--- config.mk ---
export PLATFORM = sky130hd
export DESIGN_NAME = display_arbiter_flat
export DESIGN_NICKNAME = d
export VERILOG_FILES = /design/src/rtl/display_arbiter_if.sv /design/src/rtl/display_arbiter.sv /design/src/flat_wrapper.sv
export SDC_FILE = /design/constraint.sdc
export NUM_CORES = 1
export LEC_CHECK = 0
export CAP_MARGIN = 40
export CORE_MARGIN = 4
export CORE_UTILIZATION = 45
export CTS_CLUSTER_DIAMETER = 80
export DETAILED_ROUTE_END_ITERATION = 8
export PLACE_DENSITY = 0.8
export SYNTH_ARGS = -nofsm -noshare
export SYNTH_HDL_FRONTEND = slang
export SYNTH_SLANG_ARGS = --single-unit
--- constraint.sdc ---
create_clock -name clk -period 3.5 [get_ports clk]
set_input_delay 0.525 -clock clk [delete_from_list [all_inputs] [get_ports clk]]
set_output_delay 0.525 -clock clk [all_outputs]
set_load 0.1 [all_outputs]
--- src/rtl/display_arbiter_if.sv ---
// Bundle between the four display requesters and the arbiter, plus the
// arbitrated value/dot pair handed on to the display driver.
interface display_arbiter_if;
    logic [3:0]  req;
    logic [15:0] val0;
    logic [15:0] val1;
    logic [15:0] val2;
    logic [15:0] val3;
    logic [3:0]  dot0;
    logic [3:0]  dot1;
    logic [3:0]  dot2;
    logic [3:0]  dot3;
    logic [3:0]  grant;
    logic [1:0]  owner;
    logic        busy;
    logic [15:0] disp_val;
    logic [3:0]  disp_dot;

    modport master (
        output req, val0, val1, val2, val3, dot0, dot1, dot2, dot3,
        input  grant, owner, busy, disp_val, disp_dot
    );

    modport slave (
        input  req, val0, val1, val2, val3, dot0, dot1, dot2, dot3,
        output grant, owner, busy, disp_val, disp_dot
    );
endinterface

--- src/rtl/display_arbiter.sv ---
// Round-robin arbiter with minimum hold time for a shared 4-digit hex display.
// Define DISPLAY_ARB_OWNER_DOT_EN to light the dot under digit `owner` as a source marker.
module display_arbiter #(
    parameter logic [23:0] HOLD_CYCLES = 24'd10_000_000,
    parameter logic [15:0] IDLE_VAL    = 16'h0000
) (
    input  logic              clk,
    input  logic              rst_n,
    display_arbiter_if.slave  bus
);

    // A hold of 0 behaves like 1: every cycle is already the expired state.
    localparam logic [23:0] HOLD_MAX = (HOLD_CYCLES == 24'd0) ? 24'd0 : HOLD_CYCLES - 24'd1;

    typedef enum logic {IDLE, OWN} state_t;

    state_t      state_reg, state_next;
    logic [1:0]  last_reg, last_next;
    logic [23:0] hcnt_reg, hcnt_next;
    logic [3:0]  grant_reg, grant_next;
    logic [1:0]  owner_reg, owner_next;
    logic        busy_reg, busy_next;
    logic [15:0] disp_val_reg, disp_val_next;
    logic [3:0]  disp_dot_reg, disp_dot_next;

    logic [15:0] val_arr [4];
    logic [3:0]  dot_arr [4];
    logic [3:0]  other_req;

    assign val_arr[0] = bus.val0;
    assign val_arr[1] = bus.val1;
    assign val_arr[2] = bus.val2;
    assign val_arr[3] = bus.val3;
    assign dot_arr[0] = bus.dot0;
    assign dot_arr[1] = bus.dot1;
    assign dot_arr[2] = bus.dot2;
    assign dot_arr[3] = bus.dot3;

    genvar gi;
    generate
        for (gi = 0; gi < 4; gi++) begin : g_other
            assign other_req[gi] = bus.req[gi] && (owner_reg != 2'(gi));
        end
    endgenerate

    // First set bit of mask searching from (from+1) mod 4, wrapping back to from.
    function automatic logic [1:0] rr_pick(input logic [3:0] mask, input logic [1:0] from);
        logic [1:0] idx;
        rr_pick = from;
        for (int i = 4; i >= 1; i--) begin
            idx = from + 2'(i);
            if (mask[idx]) rr_pick = idx;
        end
    endfunction

    always_comb begin
        logic       take;
        logic [3:0] pick_mask;
        logic [1:0] pick_idx;

        state_next = state_reg;
        last_next  = last_reg;
        hcnt_next  = hcnt_reg;
        owner_next = owner_reg;
        take       = 1'b0;
        pick_mask  = bus.req;

        case (state_reg)
            IDLE: begin
                take = |bus.req;
            end
            OWN: begin
                if (!bus.req[owner_reg]) begin
                    // A drop wins over expiry; the owner's bit is already clear in req.
                    take = |bus.req;
                    if (!(|bus.req)) state_next = IDLE;
                end else if ((hcnt_reg == HOLD_MAX) && (|other_req)) begin
                    take      = 1'b1;
                    pick_mask = other_req;
                end else if (hcnt_reg != HOLD_MAX) begin
                    hcnt_next = hcnt_reg + 24'd1;
                end
            end
            default: state_next = IDLE;
        endcase

        pick_idx = rr_pick(pick_mask, last_reg);
        if (take) begin
            state_next = OWN;
            owner_next = pick_idx;
            last_next  = pick_idx;
            hcnt_next  = 24'd0;
        end

        grant_next    = 4'b0000;
        busy_next     = 1'b0;
        disp_val_next = IDLE_VAL;
        disp_dot_next = 4'b0000;
        if (state_next == OWN) begin
            grant_next    = 4'b0001 << owner_next;
            busy_next     = 1'b1;
            disp_val_next = val_arr[owner_next];
`ifdef DISPLAY_ARB_OWNER_DOT_EN
            disp_dot_next = dot_arr[owner_next] | (4'b0001 << owner_next);
`else
            disp_dot_next = dot_arr[owner_next];
`endif
        end
    end

    always_ff @(posedge clk or negedge rst_n) begin
        if (!rst_n) begin
            state_reg    <= IDLE;
            last_reg     <= 2'd3;
            hcnt_reg     <= 24'd0;
            grant_reg    <= 4'b0000;
            owner_reg    <= 2'd0;
            busy_reg     <= 1'b0;
            disp_val_reg <= IDLE_VAL;
            disp_dot_reg <= 4'b0000;
        end else begin
            state_reg    <= state_next;
            last_reg     <= last_next;
            hcnt_reg     <= hcnt_next;
            grant_reg    <= grant_next;
            owner_reg    <= owner_next;
            busy_reg     <= busy_next;
            disp_val_reg <= disp_val_next;
            disp_dot_reg <= disp_dot_next;
        end
    end

    assign bus.grant    = grant_reg;
    assign bus.owner    = owner_reg;
    assign bus.busy     = busy_reg;
    assign bus.disp_val = disp_val_reg;
    assign bus.disp_dot = disp_dot_reg;

endmodule
--- src/flat_wrapper.sv ---
// flat-port wrapper written by rule: the top's interface ports become plain ports
module display_arbiter_flat 
#(
    parameter logic [23:0] HOLD_CYCLES = 24'd10_000_000,
    parameter logic [15:0] IDLE_VAL    = 16'h0000
)
  (clk, rst_n, bus_req, bus_val0, bus_val1, bus_val2, bus_val3, bus_dot0, bus_dot1, bus_dot2, bus_dot3, bus_grant, bus_owner, bus_busy, bus_disp_val, bus_disp_dot);
  display_arbiter_if bus_i ();
  input  logic clk;
  input  logic rst_n;
  input wire logic [$bits(bus_i.req)-1:0] bus_req;
  input wire logic [$bits(bus_i.val0)-1:0] bus_val0;
  input wire logic [$bits(bus_i.val1)-1:0] bus_val1;
  input wire logic [$bits(bus_i.val2)-1:0] bus_val2;
  input wire logic [$bits(bus_i.val3)-1:0] bus_val3;
  input wire logic [$bits(bus_i.dot0)-1:0] bus_dot0;
  input wire logic [$bits(bus_i.dot1)-1:0] bus_dot1;
  input wire logic [$bits(bus_i.dot2)-1:0] bus_dot2;
  input wire logic [$bits(bus_i.dot3)-1:0] bus_dot3;
  output wire logic [$bits(bus_i.grant)-1:0] bus_grant;
  output wire logic [$bits(bus_i.owner)-1:0] bus_owner;
  output wire logic [$bits(bus_i.busy)-1:0] bus_busy;
  output wire logic [$bits(bus_i.disp_val)-1:0] bus_disp_val;
  output wire logic [$bits(bus_i.disp_dot)-1:0] bus_disp_dot;
  assign bus_i.req = bus_req;
  assign bus_i.val0 = bus_val0;
  assign bus_i.val1 = bus_val1;
  assign bus_i.val2 = bus_val2;
  assign bus_i.val3 = bus_val3;
  assign bus_i.dot0 = bus_dot0;
  assign bus_i.dot1 = bus_dot1;
  assign bus_i.dot2 = bus_dot2;
  assign bus_i.dot3 = bus_dot3;
  assign bus_grant = bus_i.grant;
  assign bus_owner = bus_i.owner;
  assign bus_busy = bus_i.busy;
  assign bus_disp_val = bus_i.disp_val;
  assign bus_disp_dot = bus_i.disp_dot;
  display_arbiter #(.HOLD_CYCLES(HOLD_CYCLES), .IDLE_VAL(IDLE_VAL)) u_core (.clk(clk), .rst_n(rst_n), .bus(bus_i));
endmodule
==> run summary <==
The routing usage on met2 came out at 44.2%. The maximum fanout along the worst path came out at 6. At the worst endpoint, the required time is 3710 ps. The layout has 354 filler cells. The layout overhead on the synthesized area is 72.9%. The die span in y came out at 91.6 um.

The capture point of the worst reg-to-reg path is u_core.bus.disp_val[1]$_DFF_PN0_. The residual antenna-violating net count after detailed routing is 0. The final count of pins violating max slew is 0.

The critical path startpoint is u_core.hcnt_reg[17]$_DFFE_PN0P_. met2 is the most crowded layer. The final setup violation count came out at 4.

The number of sinks on the clock net is 53. CTS placed an instance of clkbuf_8 at the clock tree root. The final cell area excluding filler cells is 0.00543 mm2. STA classifies the critical path startpoint as a flip-flop. In this run the worst hold path is classified as input pin to async pin. The full die area came out at 0.00839 mm2. After synthesis, the share of flip-flops with an asynchronous set or reset is 100%. The number of unique standard cell types used by synthesis came out at 57. The final hold violation count is 0. The final net count is ~550. The clock passes through at most 2 buffers. The flow ran to the end, but the final reports show violations.

Buffers inserted during clock tree synthesis total 5. The share of the yosys chip area belonging to registers is 42.3%. The worst setup path is captured at a flip-flop. The number of enable-type register cells in the synthesized netlist is 0. The share of the cycle needed by the critical path after routing is 101%. The met1 usage in global routing came out at 30.6%. The maximum resistive drop on vdd came out at around 1000 uV. The global placer's final weighted congestion came out at 0.923. The flip-flop count of the largest register, all copies and words added is 24. The flip-flop and latch count after synthesis is 53.

The final routed DRC violation total is 0. The final design utilization is 80.0%. For met3 alone, demand over resource in global routing was 7.37%. TritonCTS built the clock tree. The arrival time of data at the critical path endpoint came out at 3750 ps. The accumulated negative setup slack is -59.8 ps. Subtracting the final worst setup slack from the clock period gives 3550 ps.

The later pin in the worst-skew pair is clocked with a latency of 310 ps. The library cells used most frequently in the layout, excluding fill and tap cells, are clkdlybuf4s50_1, dfrtp_1, nor2_1. The placed cell count came out at 538. The number of ports placed on the die boundary is 113.

In this run the biggest area consumer among cell types represents 40.6% of the synthesized area. The number of antenna repair diodes is 0. The placed wire-length estimate after detailed placement is 7910 um. The post-placement cell area is approximately 0.0050 mm2.

At the placement stage, the worst setup path has a slack of -200 ps. The slew at the pin closest to its max-slew limit came out at 512 ps. The net count of the mapped netlist came out at ~380. The total design power is 5.42 mW. The synthesized area divided by synthesized cell count is 10.7 um2.

The worst register-to-register path has a depth of 10. The placeable core region is 0.00679 mm2. The proportion of layout cells with a drive suffix above 1 came out at a little over a quarter. The cell area after synthesis is between 0.003 and 0.004 mm2. The final clock skew came out at 15.1 ps. The initial core utilization is a little under half.

The finished layout holds 558 standard cells, fillers aside. On the final layout, the worst hold slack is 101 ps. Among all flip-flop cells after synthesis, the most frequent one is dfrtp_1. The number of antenna violations at the first check in global routing was 0.

After detailed routing, the average wire length per cell comes to ~21 um. The total vias in the final route came out at 3148. Summed over all layers, the routed wires come to between 10000 and 15000 um. The clock-pin transition on the worst setup and hold timing paths came out at 110 ps. The global-route wire length before repair came out at 16700 um. The final worst setup slack came out at -45.7 ps. Leaving out fill and tap cells, the most frequent cell in the layout is clkdlybuf4s50_1.

The number of design-rule violations left by the first detailed-router iteration came out at 216. The global-route usage over all layers is 25.4%. The number of standard cells after synthesis is between 200 and 300.

The remaining max-slew budget at the tightest pin came out at 65.4%. The checks that failed: negative setup slack. The via count of the first global-routing pass is ~3.3k. The cell area power density came out at 997 mW/mm2. In this run the critical register-to-register path is launched from u_core.hcnt_reg[17]$_DFFE_PN0P_. The H-tree level count is 2. Summed over all cells, the static leakage comes to 2.30 nW.

The register-to-register setup slack came out at -50 ps. In the final layout, the multi-input gates occupy 0.00178 mm2. The count of buffers inserted at the top-level ports is about 110.

Static timing analysis puts the maximum clock frequency at 282 MHz. After global routing the overflow that remains totals 0. The horizontal die dimension is 91.6 um.

The yosys synthesis warning count is 0. The largest net degree at the start of global routing is 26. Setup repair after global routing could not meet its margin everywhere. Across the run, the number of max-cap violations was 0. By area the synthesized netlist is led by dfrtp_1, mux2i_1, o22ai_2. The startpoint-to-endpoint class of the critical path is flip-flop to flip-flop. The first-pass detailed-route iteration total is 5. After floorplanning, the core was divided into 30 placement rows.

After detailed routing, the number of vias per cell comes to 5.64. The biggest area contributor in the post-synthesis netlist is dfrtp_1. In the final layout, flip-flops and latches occupy ~0.0013 mm2.
layout make-up:
type | instances | area share, %
repair buffers | 175 | 38.0
flip-flops and latches | 53 | 24.5
multi-input cells | 219 | 32.7
clock inverters | 2 | 0.714
well taps | 96 | 2.21
inverters | 7 | 0.484
clock buffers | 6 | 1.34
critical path, cell delays in order, from the launching register on:
cell and delay, ps:
dfrtp_1 440, or4b_4 570, nor3_4 130, or3b_4 400, o41a_1 500, a22o_1 280
a211oi_4 360, buf_6 200, buf_16 150, mux2i_1 300, o22ai_2 110
kinds of logic after synthesis:
logic type,count (synthesis),synth area share [%]
AO/OA/AOI/OAI,63,17.8
AND/OR/NAND/NOR,96,15.6
adder cells (fa/ha/maj),1,0.398
multiplexers,43,14.1
XOR/XNOR,16,4.46
buffers and inverters,22,5.37
flip-flops,53,42.3
power breakdown:
part	internal, mW	switching (mW)
Combinational	1.80	2.25
Sequential	0.805	0.123
Clock	0.217	0.219
Yosys cell counts, types with 4 or more instances:
cell and count:
dfrtp_1 51, mux2i_1 41, nor2_1 33, o22ai_2 19, nand2_1 18, xor2_1 9
a21oi_1 8, nand3_1 8, o21ai_0 8, or3_1 8, and3_1 7, inv_1 7
xnor2_1 7, buf_6 5, nor3_1 5, o21ai_1 4
worst max path at each step:
stage	to	slack [ps]
after floorplan	u_core.bus.disp_val[2]$_DFF_PN0_	150
after global placement	u_core.bus.disp_val[7]$_DFF_PN0_	-30
after detailed placement	u_core.bus.disp_dot[2]$_DFF_PN0_	-200
after CTS	u_core.bus.disp_val[7]$_DFF_PN0_	10
after global routing	u_core.bus.disp_val[1]$_DFF_PN0_	-130
final	u_core.bus.disp_val[1]$_DFF_PN0_	-50
routing by layer:
layer | vias to the layer above | wire length [um]
li1 | 1414 | -
met1 | 1541 | 4500
met2 | 161 | 5860
met3 | 32 | 1050
met4 | 0 | 353
met5 | - | 0
timing repair:
action	in CTS	in global routing
endpoints found under the setup margin	1	17
hold buffers	0	0
pin swaps	0	8
setup buffers	0	8
resized for setup	0	27
gates cloned	1	3
endpoints found under the hold margin	0	0
Note: power is estimated with default switching activity, not from simulation.
